==> src/rtl/lsu_bank_arbiter_pkg.sv <==
// Shared definitions for the LSU bank arbiter: bank-select width, default
// address width, perf-counter width, the per-LSU read/write phase encoding
// and a saturating-increment helper for the optional conflict counters.
package lsu_bank_arbiter_pkg;

  localparam int BSEL_W     = 2;
  localparam int DEF_ADDR_W = 10;
  localparam int PERF_W     = 32;

  // Per-LSU phase: PH_READ serves the read (if any) first, PH_WRITE means the
  // read of a read+write pair is done and only the write is still pending.
  typedef enum logic {
    PH_READ  = 1'b0,
    PH_WRITE = 1'b1
  } phase_e;

  function automatic logic [PERF_W-1:0] sat_inc(input logic [PERF_W-1:0] v);
    return (&v) ? v : v + 1'b1;
  endfunction

endpackage

==> src/rtl/lsu_bank_arbiter_rr.sv <==
// NUM_LSU-way round-robin arbiter with its own pointer register.
// The grant goes to the first requester at or after ptr_q; after a grant the
// pointer moves just past the winner, otherwise it holds.
module lsu_rr_arbiter #(
  parameter int NUM_LSU = 4,
  localparam int ID_W = $clog2(NUM_LSU)
) (
  input  logic               clk,
  input  logic               rst_n,
  input  logic [NUM_LSU-1:0] req,
  output logic [NUM_LSU-1:0] gnt,
  output logic [ID_W-1:0]    gnt_id
);

  logic [ID_W-1:0] ptr_q;
  logic [ID_W-1:0] ptr_d;

  // Scan requesters starting at the pointer, wrapping once around.
  always_comb begin
    int  cand;
    logic found;
    gnt    = '0;
    gnt_id = '0;
    ptr_d  = ptr_q;
    cand   = 0;
    found  = 1'b0;
    for (int k = 0; k < NUM_LSU; k++) begin
      cand = int'(ptr_q) + k;
      if (cand >= NUM_LSU) cand = cand - NUM_LSU;
      if (!found && req[cand]) begin
        found     = 1'b1;
        gnt[cand] = 1'b1;
        gnt_id    = ID_W'(cand);
        ptr_d     = (cand == NUM_LSU - 1) ? '0 : ID_W'(cand + 1);
      end
    end
  end

  // Pointer register.
  always_ff @(posedge clk) begin
    if (!rst_n) ptr_q <= '0;
    else        ptr_q <= ptr_d;
  end

endmodule

==> src/rtl/lsu_bank_arbiter.sv <==
// LSU-to-bank arbiter: per-bank round-robin arbitration of the LSUs' read and
// write requests, registered SRAM command ports, and read-data return routing
// back to the requesting LSU (2-cycle read latency).
// Optional feature macro: LSU_ARB_PERF_EN (per-bank 32-bit saturating
// conflict counters on perf_conflict; tied to 0 when undefined).
//
// Handshake: an LSU presents a request and holds every request input while
// stall is high; the cycle stall is low (or no valid request) it may change.
module lsu_bank_arbiter
  import lsu_bank_arbiter_pkg::*;
#(
  parameter int NUM_LSU  = 4,
  parameter int NUM_BANK = 4,
  parameter int ADDR_W   = DEF_ADDR_W,
  parameter int DATA_W   = 32
) (
  input  logic                       clk,
  input  logic                       rst_n,
  input  logic [NUM_LSU-1:0]         req_ren,
  input  logic [2*NUM_LSU-1:0]       req_rsel,
  input  logic [NUM_LSU-1:0]         req_wen,
  input  logic [2*NUM_LSU-1:0]       req_wsel,
  input  logic [ADDR_W*NUM_LSU-1:0]  req_addr,
  input  logic [DATA_W*NUM_LSU-1:0]  req_wdata,
  output logic [NUM_LSU-1:0]         stall,
  output logic [NUM_BANK-1:0]        bank_en,
  output logic [NUM_BANK-1:0]        bank_we,
  output logic [ADDR_W*NUM_BANK-1:0] bank_addr,
  output logic [DATA_W*NUM_BANK-1:0] bank_wdata,
  input  logic [DATA_W*NUM_BANK-1:0] bank_rdata,
  output logic [NUM_LSU-1:0]         rd_valid,
  output logic [DATA_W*NUM_LSU-1:0]  rd_data,
  output logic [PERF_W*NUM_BANK-1:0] perf_conflict
);

  localparam int ID_W = $clog2(NUM_LSU);

  phase_e                phase_q [NUM_LSU];
  phase_e                phase_d [NUM_LSU];
  logic [NUM_LSU-1:0]    eff_rd;
  logic [NUM_LSU-1:0]    eff_vld;
  logic [NUM_LSU-1:0]    wr_ok;
  logic [NUM_LSU-1:0]    granted;
  logic [BSEL_W-1:0]     eff_sel [NUM_LSU];
  logic [NUM_LSU-1:0]    bank_req [NUM_BANK];
  logic [NUM_LSU-1:0]    bank_gnt [NUM_BANK];
  logic [ID_W-1:0]       bank_gid [NUM_BANK];

  logic [NUM_BANK-1:0]        bank_en_q, bank_en_d;
  logic [NUM_BANK-1:0]        bank_we_q, bank_we_d;
  logic [ADDR_W*NUM_BANK-1:0] bank_addr_q, bank_addr_d;
  logic [DATA_W*NUM_BANK-1:0] bank_wdata_q, bank_wdata_d;
  logic [ID_W-1:0]            cmd_id_q [NUM_BANK];
  logic [ID_W-1:0]            cmd_id_d [NUM_BANK];
  logic [NUM_BANK-1:0]        ret_vld_q, ret_vld_d;
  logic [ID_W-1:0]            ret_id_q [NUM_BANK];
  logic [ID_W-1:0]            ret_id_d [NUM_BANK];

  // Effective request per LSU (read first) and per-bank request vectors;
  // out-of-range bank selects are dropped here.
  always_comb begin
    eff_rd  = '0;
    eff_vld = '0;
    wr_ok   = '0;
    for (int i = 0; i < NUM_LSU; i++) begin
      eff_sel[i] = '0;
    end
    for (int b = 0; b < NUM_BANK; b++) begin
      bank_req[b] = '0;
    end
    for (int i = 0; i < NUM_LSU; i++) begin
      eff_rd[i]  = req_ren[i] && (phase_q[i] == PH_READ);
      eff_sel[i] = eff_rd[i] ? req_rsel[BSEL_W*i +: BSEL_W]
                             : req_wsel[BSEL_W*i +: BSEL_W];
      eff_vld[i] = (eff_rd[i] || req_wen[i]) && (32'(eff_sel[i]) < NUM_BANK);
      wr_ok[i]   = req_wen[i] && (32'(req_wsel[BSEL_W*i +: BSEL_W]) < NUM_BANK);
    end
    for (int b = 0; b < NUM_BANK; b++) begin
      for (int i = 0; i < NUM_LSU; i++) begin
        bank_req[b][i] = eff_vld[i] && (32'(eff_sel[i]) == b);
      end
    end
  end

  for (genvar b = 0; b < NUM_BANK; b++) begin : g_bank
    lsu_rr_arbiter #(.NUM_LSU(NUM_LSU)) u_arb (
      .clk    (clk),
      .rst_n  (rst_n),
      .req    (bank_req[b]),
      .gnt    (bank_gnt[b]),
      .gnt_id (bank_gid[b])
    );
  end

  // Stall and read/write phase next-state per LSU.
  always_comb begin
    granted = '0;
    stall   = '0;
    for (int b = 0; b < NUM_BANK; b++) begin
      granted = granted | bank_gnt[b];
    end
    for (int i = 0; i < NUM_LSU; i++) begin
      phase_d[i] = PH_READ;
      if (eff_vld[i]) begin
        if (!granted[i]) begin
          stall[i]   = 1'b1;
          phase_d[i] = phase_q[i];
        end else if (eff_rd[i] && wr_ok[i]) begin
          stall[i]   = 1'b1;
          phase_d[i] = PH_WRITE;
        end
      end
    end
  end

  // Bank command mux (zero when idle) and read-tag pipeline next state.
  always_comb begin
    bank_en_d    = '0;
    bank_we_d    = '0;
    bank_addr_d  = '0;
    bank_wdata_d = '0;
    ret_vld_d    = bank_en_q & ~bank_we_q;
    for (int b = 0; b < NUM_BANK; b++) begin
      cmd_id_d[b] = bank_gid[b];
      ret_id_d[b] = cmd_id_q[b];
      bank_en_d[b] = |bank_gnt[b];
      for (int i = 0; i < NUM_LSU; i++) begin
        if (bank_gnt[b][i]) begin
          bank_we_d[b] = !eff_rd[i];
          bank_addr_d[ADDR_W*b +: ADDR_W]  = req_addr[ADDR_W*i +: ADDR_W];
          bank_wdata_d[DATA_W*b +: DATA_W] = req_wdata[DATA_W*i +: DATA_W];
        end
      end
    end
  end

  // State registers: phases, bank command, and two-stage read tags.
  always_ff @(posedge clk) begin
    if (!rst_n) begin
      bank_en_q    <= '0;
      bank_we_q    <= '0;
      bank_addr_q  <= '0;
      bank_wdata_q <= '0;
      ret_vld_q    <= '0;
      for (int i = 0; i < NUM_LSU; i++) phase_q[i] <= PH_READ;
      for (int b = 0; b < NUM_BANK; b++) begin
        cmd_id_q[b] <= '0;
        ret_id_q[b] <= '0;
      end
    end else begin
      bank_en_q    <= bank_en_d;
      bank_we_q    <= bank_we_d;
      bank_addr_q  <= bank_addr_d;
      bank_wdata_q <= bank_wdata_d;
      ret_vld_q    <= ret_vld_d;
      for (int i = 0; i < NUM_LSU; i++) phase_q[i] <= phase_d[i];
      for (int b = 0; b < NUM_BANK; b++) begin
        cmd_id_q[b] <= cmd_id_d[b];
        ret_id_q[b] <= ret_id_d[b];
      end
    end
  end

  assign bank_en    = bank_en_q;
  assign bank_we    = bank_we_q;
  assign bank_addr  = bank_addr_q;
  assign bank_wdata = bank_wdata_q;

  // Steer each returning bank's data to the LSU named by its tag.
  always_comb begin
    rd_valid = '0;
    rd_data  = '0;
    for (int b = 0; b < NUM_BANK; b++) begin
      for (int i = 0; i < NUM_LSU; i++) begin
        if (ret_vld_q[b] && (ret_id_q[b] == ID_W'(i))) begin
          rd_valid[i] = 1'b1;
          rd_data[DATA_W*i +: DATA_W] = bank_rdata[DATA_W*b +: DATA_W];
        end
      end
    end
  end

`ifdef LSU_ARB_PERF_EN
  logic [PERF_W-1:0] perf_q [NUM_BANK];
  logic [PERF_W-1:0] perf_d [NUM_BANK];

  // Count cycles in which some requester of the bank lost arbitration.
  always_comb begin
    perf_conflict = '0;
    for (int b = 0; b < NUM_BANK; b++) begin
      perf_d[b] = ((bank_req[b] & ~bank_gnt[b]) != '0) ? sat_inc(perf_q[b]) : perf_q[b];
      perf_conflict[PERF_W*b +: PERF_W] = perf_q[b];
    end
  end

  // Conflict counter registers.
  always_ff @(posedge clk) begin
    for (int b = 0; b < NUM_BANK; b++) begin
      if (!rst_n) perf_q[b] <= '0;
      else        perf_q[b] <= perf_d[b];
    end
  end
`else
  assign perf_conflict = '0;
`endif

endmodule

==> config.mk <==
export PLATFORM = sky130hd
export DESIGN_NAME = lsu_bank_arbiter
export DESIGN_NICKNAME = d
export VERILOG_FILES = /design/src/rtl/lsu_bank_arbiter_pkg.sv /design/src/rtl/lsu_bank_arbiter_rr.sv /design/src/rtl/lsu_bank_arbiter.sv
export SDC_FILE = /design/constraint.sdc
export NUM_CORES = 1
export LEC_CHECK = 0
export ABC_AREA = 1
export CORE_AREA = 2 2 294 296
export DETAILED_ROUTE_END_ITERATION = 8
export DIE_AREA = 0 0 296 298
export GPL_TIMING_DRIVEN = 0
export PLACE_DENSITY = 0.55
export SYNTH_ARGS = -nofsm -noshare
export SYNTH_HDL_FRONTEND = slang
export SYNTH_SLANG_ARGS = --single-unit
==> constraint.sdc <==
create_clock -name clk -period 5.9 [get_ports clk]
set_clock_uncertainty 0.2 [all_clocks]
set_input_delay 1.475 -clock clk [delete_from_list [all_inputs] [get_ports clk]]
set_output_delay 1.475 -clock clk [all_outputs]
set_load 0.02 [all_outputs]
; ---- After elaboration in Yosys (flattened, before gate mapping)
; Memory sizes are Yosys's and may differ from the RTL's.
; Index checks and enable logic that the tools add are counted.
[word_totals]
regBits = 188
ram_bits = 20
out_inout_bits = 440
n_memories = 3
[mem_list]
columns = memory, depth, word_bits, read_ports, rd_clocked_by_memory_dff, wr, line
row1 = cmd_id_q, 4, 2, 4, 0, 4, lsu_bank_arbiter.sv:53  ; logic [ID_W-1:0] cmd_id_q [NUM_BANK];
row2 = ret_id_q, 4, 2, 4, 0, 4, lsu_bank_arbiter.sv:56  ; logic [ID_W-1:0] ret_id_q [NUM_BANK];
row3 = phase_q, 4, 1, 4, 0, 4, lsu_bank_arbiter.sv:38  ; phase_e phase_q [NUM_LSU];
[op_classes]
add_sub_neg = 44
n_lt_le_gt_ge = 48
n_eq_ne = 40
muxes = 290
n_bitwise = 33
reduce_logical = 104
[op_table]
columns = cell, count
row1 = 2-to-1 mux 32 bit, 48
row2 = equality test 32 x 3 -> 1 bit (second input constant), 16
row3 = greater-or-equal comparator 32 x 1 -> 1 bit (second input constant), 16
row4 = less-than comparator 32 x 4 -> 1 bit (second input constant), 16
row5 = greater-or-equal comparator 32 x 4 -> 1 bit (second input constant), 12
row6 = subtractor 32 x 4 -> 32 bit (second input constant), 12
row7 = 2-to-1 mux 10 bit, 16
row8 = 2-to-1 mux 2 bit, 60
row9 = 2-to-1 mux 1 bit, 118
row10 = logical AND 1 bit, 68
row11 = 2-to-1 mux 4 bit, 16
row12 = OR 4 bit, 15
row13 = adder 2 bit (second input constant), 16
row14 = binary-select mux 1 bit (select 2 bit), 16
row15 = demux 1 bit (select 2 bit), 16
row16 = equality test 2 bit (second input constant), 16
row17 = adder 2 x 2 -> 3 bit (second input constant), 8
row18 = equality test 2 x 1 -> 1 bit (second input constant), 8
row19 = logical NOT 1 bit, 16
row20 = logical NOT 2 bit, 8
row21 = nonzero test 4 bit, 4
row22 = OR reduction 4 bit, 4
row23 = subtractor 2 x 3 -> 4 bit (second input constant), 4
row24 = adder 2 x 1 -> 3 bit (second input constant), 4
row25 = other kinds (6), 26

; ---- Logic depth before layout (Yosys ltp)
; An unclocked memory read counts as a cell.
[depth]
ltp_word = 25
mapped_depth = 21

; ---- Modules after synthesis
; A second synthesis with hierarchy kept.
[unflattened]
cells_unflattened = 3344
hier_area_um2 = 19309.8
[by_module_without_submodules]
columns = mod, n_inst, cells_per_inst, area_each_um2, seq_area_each_um2
row1 = lsu_bank_arbiter, 1, 2959, 16793.6, 4003.8
row2 = lsu_rr_arbiter at g_bank[1].u_arb ..., 3, 95, 640.6, 40.0
row3 = lsu_rr_arbiter at g_bank[0].u_arb, 1, 100, 594.3, 40.0

; ---- Worst setup path after synthesis
; OpenSTA, ideal clock, no wires.
[synth_path]
path_type = input-to-output
from = in req_ren[0]
to = out stall[3]
t_arrival_ps = 3093
setup_slack_ps = 1132
cell_stages = 18
path_buffers = 1
path_cell_list = nand2_2 nand2_1 nand2_2 nand3_1 nand2_1 nand2_1 nand2_1 nand2_2 nand2_1 o22ai_1 nor2_1 nand2_2 buf_6 nor2_1 nand2_1 nand2_1 nand2_1 inv_1
[synth_between]
elab_chain_len = 22
[synth_lines]
columns = item, line
row1 = from (decl), lsu_bank_arbiter.sv:19  ; input logic [NUM_LSU-1:0] req_ren,
row2 = logical AND 1 bit *, lsu_bank_arbiter.sv:72  ; eff_rd[i] = req_ren[i] && (phase_q[i] == PH_READ);
row3 = 2-to-1 mux 2 bit, lsu_bank_arbiter.sv:73  ; eff_sel[i] = eff_rd[i] ? req_rsel[BSEL_W*i +: BSEL_W]
row4 = equality test 2 x 1 -> 1 bit or logical NOT 2 bit (tied branches), lsu_bank_arbiter.sv:80  ; bank_req[b][i] = eff_vld[i] && (32'(eff_sel[i]) == b);
row5 = logical AND 1 bit, lsu_bank_arbiter.sv:80
row6 = binary-select mux 1 bit (select 2 bit), lsu_bank_arbiter_rr.sv:30  ; if (!found && req[cand]) begin
row7 = 2-to-1 mux 1 bit (not written as such) (2 in series), lsu_bank_arbiter_rr.sv:30
row8 = 2-to-1 mux 1 bit, lsu_bank_arbiter_rr.sv:30
row9 = logical NOT 1 bit, lsu_bank_arbiter_rr.sv:30
row10 = [... 4 more ...], n/a
row11 = 2-to-1 mux 1 bit, lsu_bank_arbiter_rr.sv:30
row12 = logical NOT 1 bit, lsu_bank_arbiter_rr.sv:30
row13 = logical AND 1 bit, lsu_bank_arbiter_rr.sv:30
row14 = 2-to-1 mux 4 bit, lsu_bank_arbiter_rr.sv:30
row15 = OR 4 bit (2 in series), lsu_bank_arbiter.sv:100  ; granted = granted | bank_gnt[b];
row16 = OR 4 bit *, lsu_bank_arbiter.sv:100
row17 = 2-to-1 mux 1 bit *, lsu_bank_arbiter.sv:105  ; if (!granted[i]) begin
row18 = 2-to-1 mux 1 bit *, lsu_bank_arbiter.sv:104  ; if (eff_vld[i]) begin
row19 = to (decl), lsu_bank_arbiter.sv:25  ; output logic [NUM_LSU-1:0] stall,
; Mark *: on every way between the ends. The rest lies on a longest branch, timed or not. The select of a mux whose other input is x is not followed.

; ---- Worst setup path after layout
[layout_path]
from = in req_rsel[2]
to = out stall[2]
[layout_between]
elab_chain_len = 21
[layout_lines]
columns = item, line
row1 = from (decl), lsu_bank_arbiter.sv:20  ; input logic [2*NUM_LSU-1:0] req_rsel,
row2 = 2-to-1 mux 2 bit *, lsu_bank_arbiter.sv:73
row3 = equality test 2 x 1 -> 1 bit or logical NOT 2 bit (tied branches), lsu_bank_arbiter.sv:80
row4 = logical AND 1 bit, lsu_bank_arbiter.sv:80
row5 = binary-select mux 1 bit (select 2 bit), lsu_bank_arbiter_rr.sv:30
row6 = 2-to-1 mux 1 bit (not written as such) (2 in series), lsu_bank_arbiter_rr.sv:30
row7 = 2-to-1 mux 1 bit, lsu_bank_arbiter_rr.sv:30
row8 = logical NOT 1 bit, lsu_bank_arbiter_rr.sv:30
row9 = logical AND 1 bit, lsu_bank_arbiter_rr.sv:30
row10 = [... 3 more ...], n/a
row11 = 2-to-1 mux 1 bit, lsu_bank_arbiter_rr.sv:30
row12 = logical NOT 1 bit, lsu_bank_arbiter_rr.sv:30
row13 = logical AND 1 bit, lsu_bank_arbiter_rr.sv:30
row14 = 2-to-1 mux 4 bit, lsu_bank_arbiter_rr.sv:30
row15 = OR 4 bit (2 in series), lsu_bank_arbiter.sv:100
row16 = OR 4 bit *, lsu_bank_arbiter.sv:100
row17 = 2-to-1 mux 1 bit *, lsu_bank_arbiter.sv:105
row18 = 2-to-1 mux 1 bit *, lsu_bank_arbiter.sv:104
; Marks and branches as above.

==> metrics.md <==
| Metric | Value |
|---|---|
| Outcome | complete, no violations |
| Gpl congestion | roughly 0.99 |
| WL final | 134 mm |
| CTS Root Cell | clkbuf_16 |
| Worst setup margin | ~120 ps |
| Post-DR wirelength/cell | 25.5 um |
| Avg Cell Area, Syn | about 5.9 sq um |
| CP Capture Type | output pin |
| Ports | between 700 and 800 |
| Cts bufs inserted | 25 |
| Largest net degree at the start of global routing | 20 |
| RSZ-0062 raised after global routing | true |
| Multi-input gate area | 12600 sq um |
| Routed vias/inst | about 5.1 |
| Gate Count Post-Synth | roughly 3300 |
| Yosys warns | 0 |
| Port bufs | between 600 and 700 |
| Worst vdd ir | 0.305 mV |
| Sequential Area | approximately 4200 sq um |
| Clock latency on the worst-skew pair | 560 ps |
| CTS tree | yes |
| H-tree level count | 1 |
| Dpl ws | -944 ps |
| Power density cells | ~550 nW/um^2 |
| Via count | roughly 27000 |
| Area leader, netlist | dfxtp_1 |
| Fmax | ~0.17 GHz |
| CP max FO | 10 |
| Post-route setup TNS | 0 ps |
| Crit path required time | 4220 ps |
| Hpwl dp | around 110 mm |
| Crit share post-route | 98.0% |
| CTS Buffer Depth | 3 |
| GRT Residual Overflow | 0 |
| Nature of the critical path startpoint | input pin |
| Max Cap Violations | 0 |
| Post-layout min period | 5780 ps |
| Final hold viol count | 0 |
| Pre-antenna DRT Iters | 8 |
| Initial Util | 22.5% |
| Flops & latches, synth | around 210 |
| Top cell type's share of synthesized area | between 20% and 30% |
| Placed cell count | just over 5000 |
| Endpoints failing setup | 0 |
| Number of global-route vias before repair | around 25000 |
| 1st-iter DRT viols | 3118 |
| Clock sinks | approximately 210 |
| Reg clk slew, reported paths | 50 ps |
| Syn Std Cell Area | 19100 sq um |
| Fill count | approximately 9400 |
| Hold Crit Class | register to register |
| CORE AREA | roughly 85000 sq um |
| Die H | between 200 and 300 um |
| Die area | 88200 sq um |
| Worst slew margin | between 10% and 20% |
| Max Slew Vio Count | 0 |
| Cell variety after synth | 40 |
| # nets final | 4398 |
| Antenna Nets Post-Route | 0 |
| Area delta synth->final | 49.6% |
| FP Rows | ~110 |
| Crit path kind | input pin to output pin |
| Initial antenna violation count | 44 |
| Die width | roughly 300 um |
| First-pass GRT wire length | 185 mm |
| Worst EP arrival | about 4100 ps |
| Fin cells | approximately 5200 |
| Share of cells above drive strength 1 | between 10% and 20% |
| Dominant cells by area after synthesis | dfxtp_1 (22%), nand2_1 (17%), a21oi_1 (14%), nand3_1 (6.0%), buf_4 (6.0%) |
| Leakage power | 0.0124 uW |
| Hold WS | about 220 ps |
| GRT Overall Usage | ~29% |
| Worst-Margin Slew | ~1300 ps |
| DRC errors left | 0 |
| Sequential share of the synthesized area | between 20 and 25% |
-- stage by stage --
| step | utilization (%) | area (sq um) | total power (uW) |
|---|---|---|---|
| after detailed placement | 32.2 | 27400 | 13600 |
| after global placement | 32.2 | 27400 | 13600 |
| after floorplan | - | 19600 | 9130 |
| after global routing | 33.7 | 28600 | 16700 |
| after CTS | 33.4 | 28400 | 15400 |
| final | 33.7 | 28600 | 15800 |
-- flip-flops by register name (all words and copies together), names as in the netlist --
register,count
bank_addr,40
bank_en,4
bank_wdata,128
bank_we,4
cmd_id_q,8
g_bank.u_arb.ptr_q,8
phase_q,4
ret_id_q,8
ret_vld_q,4
-- cell type report --
| type | instances | area share, % |
|---|---|---|
| clock inverter | 11 | 0.429 |
| sequential | 208 | 14.6 |
| timing repair buffer | 645 | 22.4 |
| buffer | 363 | 7.74 |
| tap | 1144 | 5.00 |
| antenna | 31 | 0.271 |
| clock buffer | 34 | 2.51 |
| multi-input combinational | 2571 | 43.9 |
| inverter | 237 | 3.21 |
-- cells in the mapped netlist (all sizes together) --
cell type and instances:
o22ai 4, nand4 22, buf 257, o211ai 126, o311ai 4, ha 25, nor3 14, a311oi 1
inv 233, a41oi 1, clkbuf 108, dfxtp 208, conb 1, nand3b 2, clkinv 4, o2111ai 4
xor2 1, a31oi 97, nand3 243, nand2 921, or2 1, nor2 270, o21ai 159, a21oi 547
a2111oi 1
-- critical path, stage by stage --
cell and delay [ps]:
clkdlybuf4s50_1 520, nand3_1 110, nand2_2 140, nand3_1 190, nand2_2 120, nand2_1 50
nand2_1 100, nand2_4 100, nand3_4 120, inv_1 70, nand2_1 110, nand3b_4 180
buf_6 210, nor2_1 120, nand2_2 130, nand2_1 80, nand2_1 80, inv_1 60
buf_4 130
-- metal layers --
layer / up-vias / track usage [%] / share of wire [%]
met2: 1862 / 47.7 / 47
met4: 32 / 14.2 / 5.3
li1: 12300 / - / -
met5: - / 0 / 0.16
met3: 381 / 8.03 / 11
met1: 12200 / 33.5 / 37
-- logic make-up (layout without fill, tap and decap cells) --
group / Yosys count / count (layout) / synth area share (%)
buffers and inverters: 602 / 1290 / 16.2
DFF: 208 / 208 / 21.8
other: 1 / 159 / 0.0196
AOI/OAI and AO/OA: 944 / 944 / 27.7
adders and majority gates: 25 / 25 / 1.64
and+or+nand+nor: 1473 / 1473 / 32.6
xor gates and xnor gates: 1 / 1 / 0.0458
-- placed cells by master (no fill, tap or decap), types with 71 or more instances in the layout --
master           instances
conb_1                 128
clkbuf_1               111
dfxtp_1                208
buf_2                   71
a21oi_1                527
a31oi_1                 97
nand3_1                223
inv_1                  214
clkdlybuf4s50_1        623
nand2_1                861
buf_4                  163
o211ai_1               126
nor2_1                 254
o21ai_0                157
-- power breakdown --
part           internal [uW]  switching, uW
sequential              1850            220
combinational           4030           8010
clock                    941            692
total                   6830           8930
-- path summary, 6_finish.rpt --
kind | startpoint | endpoint | slack [ps] | depth (start not counted)
hold reg to reg | cmd_id_q[2][0]$_SDFF_PN0_ | ret_id_q[2][0]$_SDFF_PN0_ | 220 | 2
setup reg to reg | g_bank[3].u_arb.ptr_q[0]$_SDFFE_PN0P_ | bank_wdata[126]$_SDFF_PN0_ | 1820 | 15
hold / removal | cmd_id_q[2][0]$_SDFF_PN0_ | ret_id_q[2][0]$_SDFF_PN0_ | 220 | 2
setup / recovery | req_rsel[2] | stall[2] | 120 | 19
-- what timing repair did --
action,CTS,global route
setup endpoints to repair,4,5
hold buffers,0,0
setup buffers,6,7
pin swaps,6,12
gates resized for setup,41,41
No activity file was read; power rests on OpenSTA's default activity.
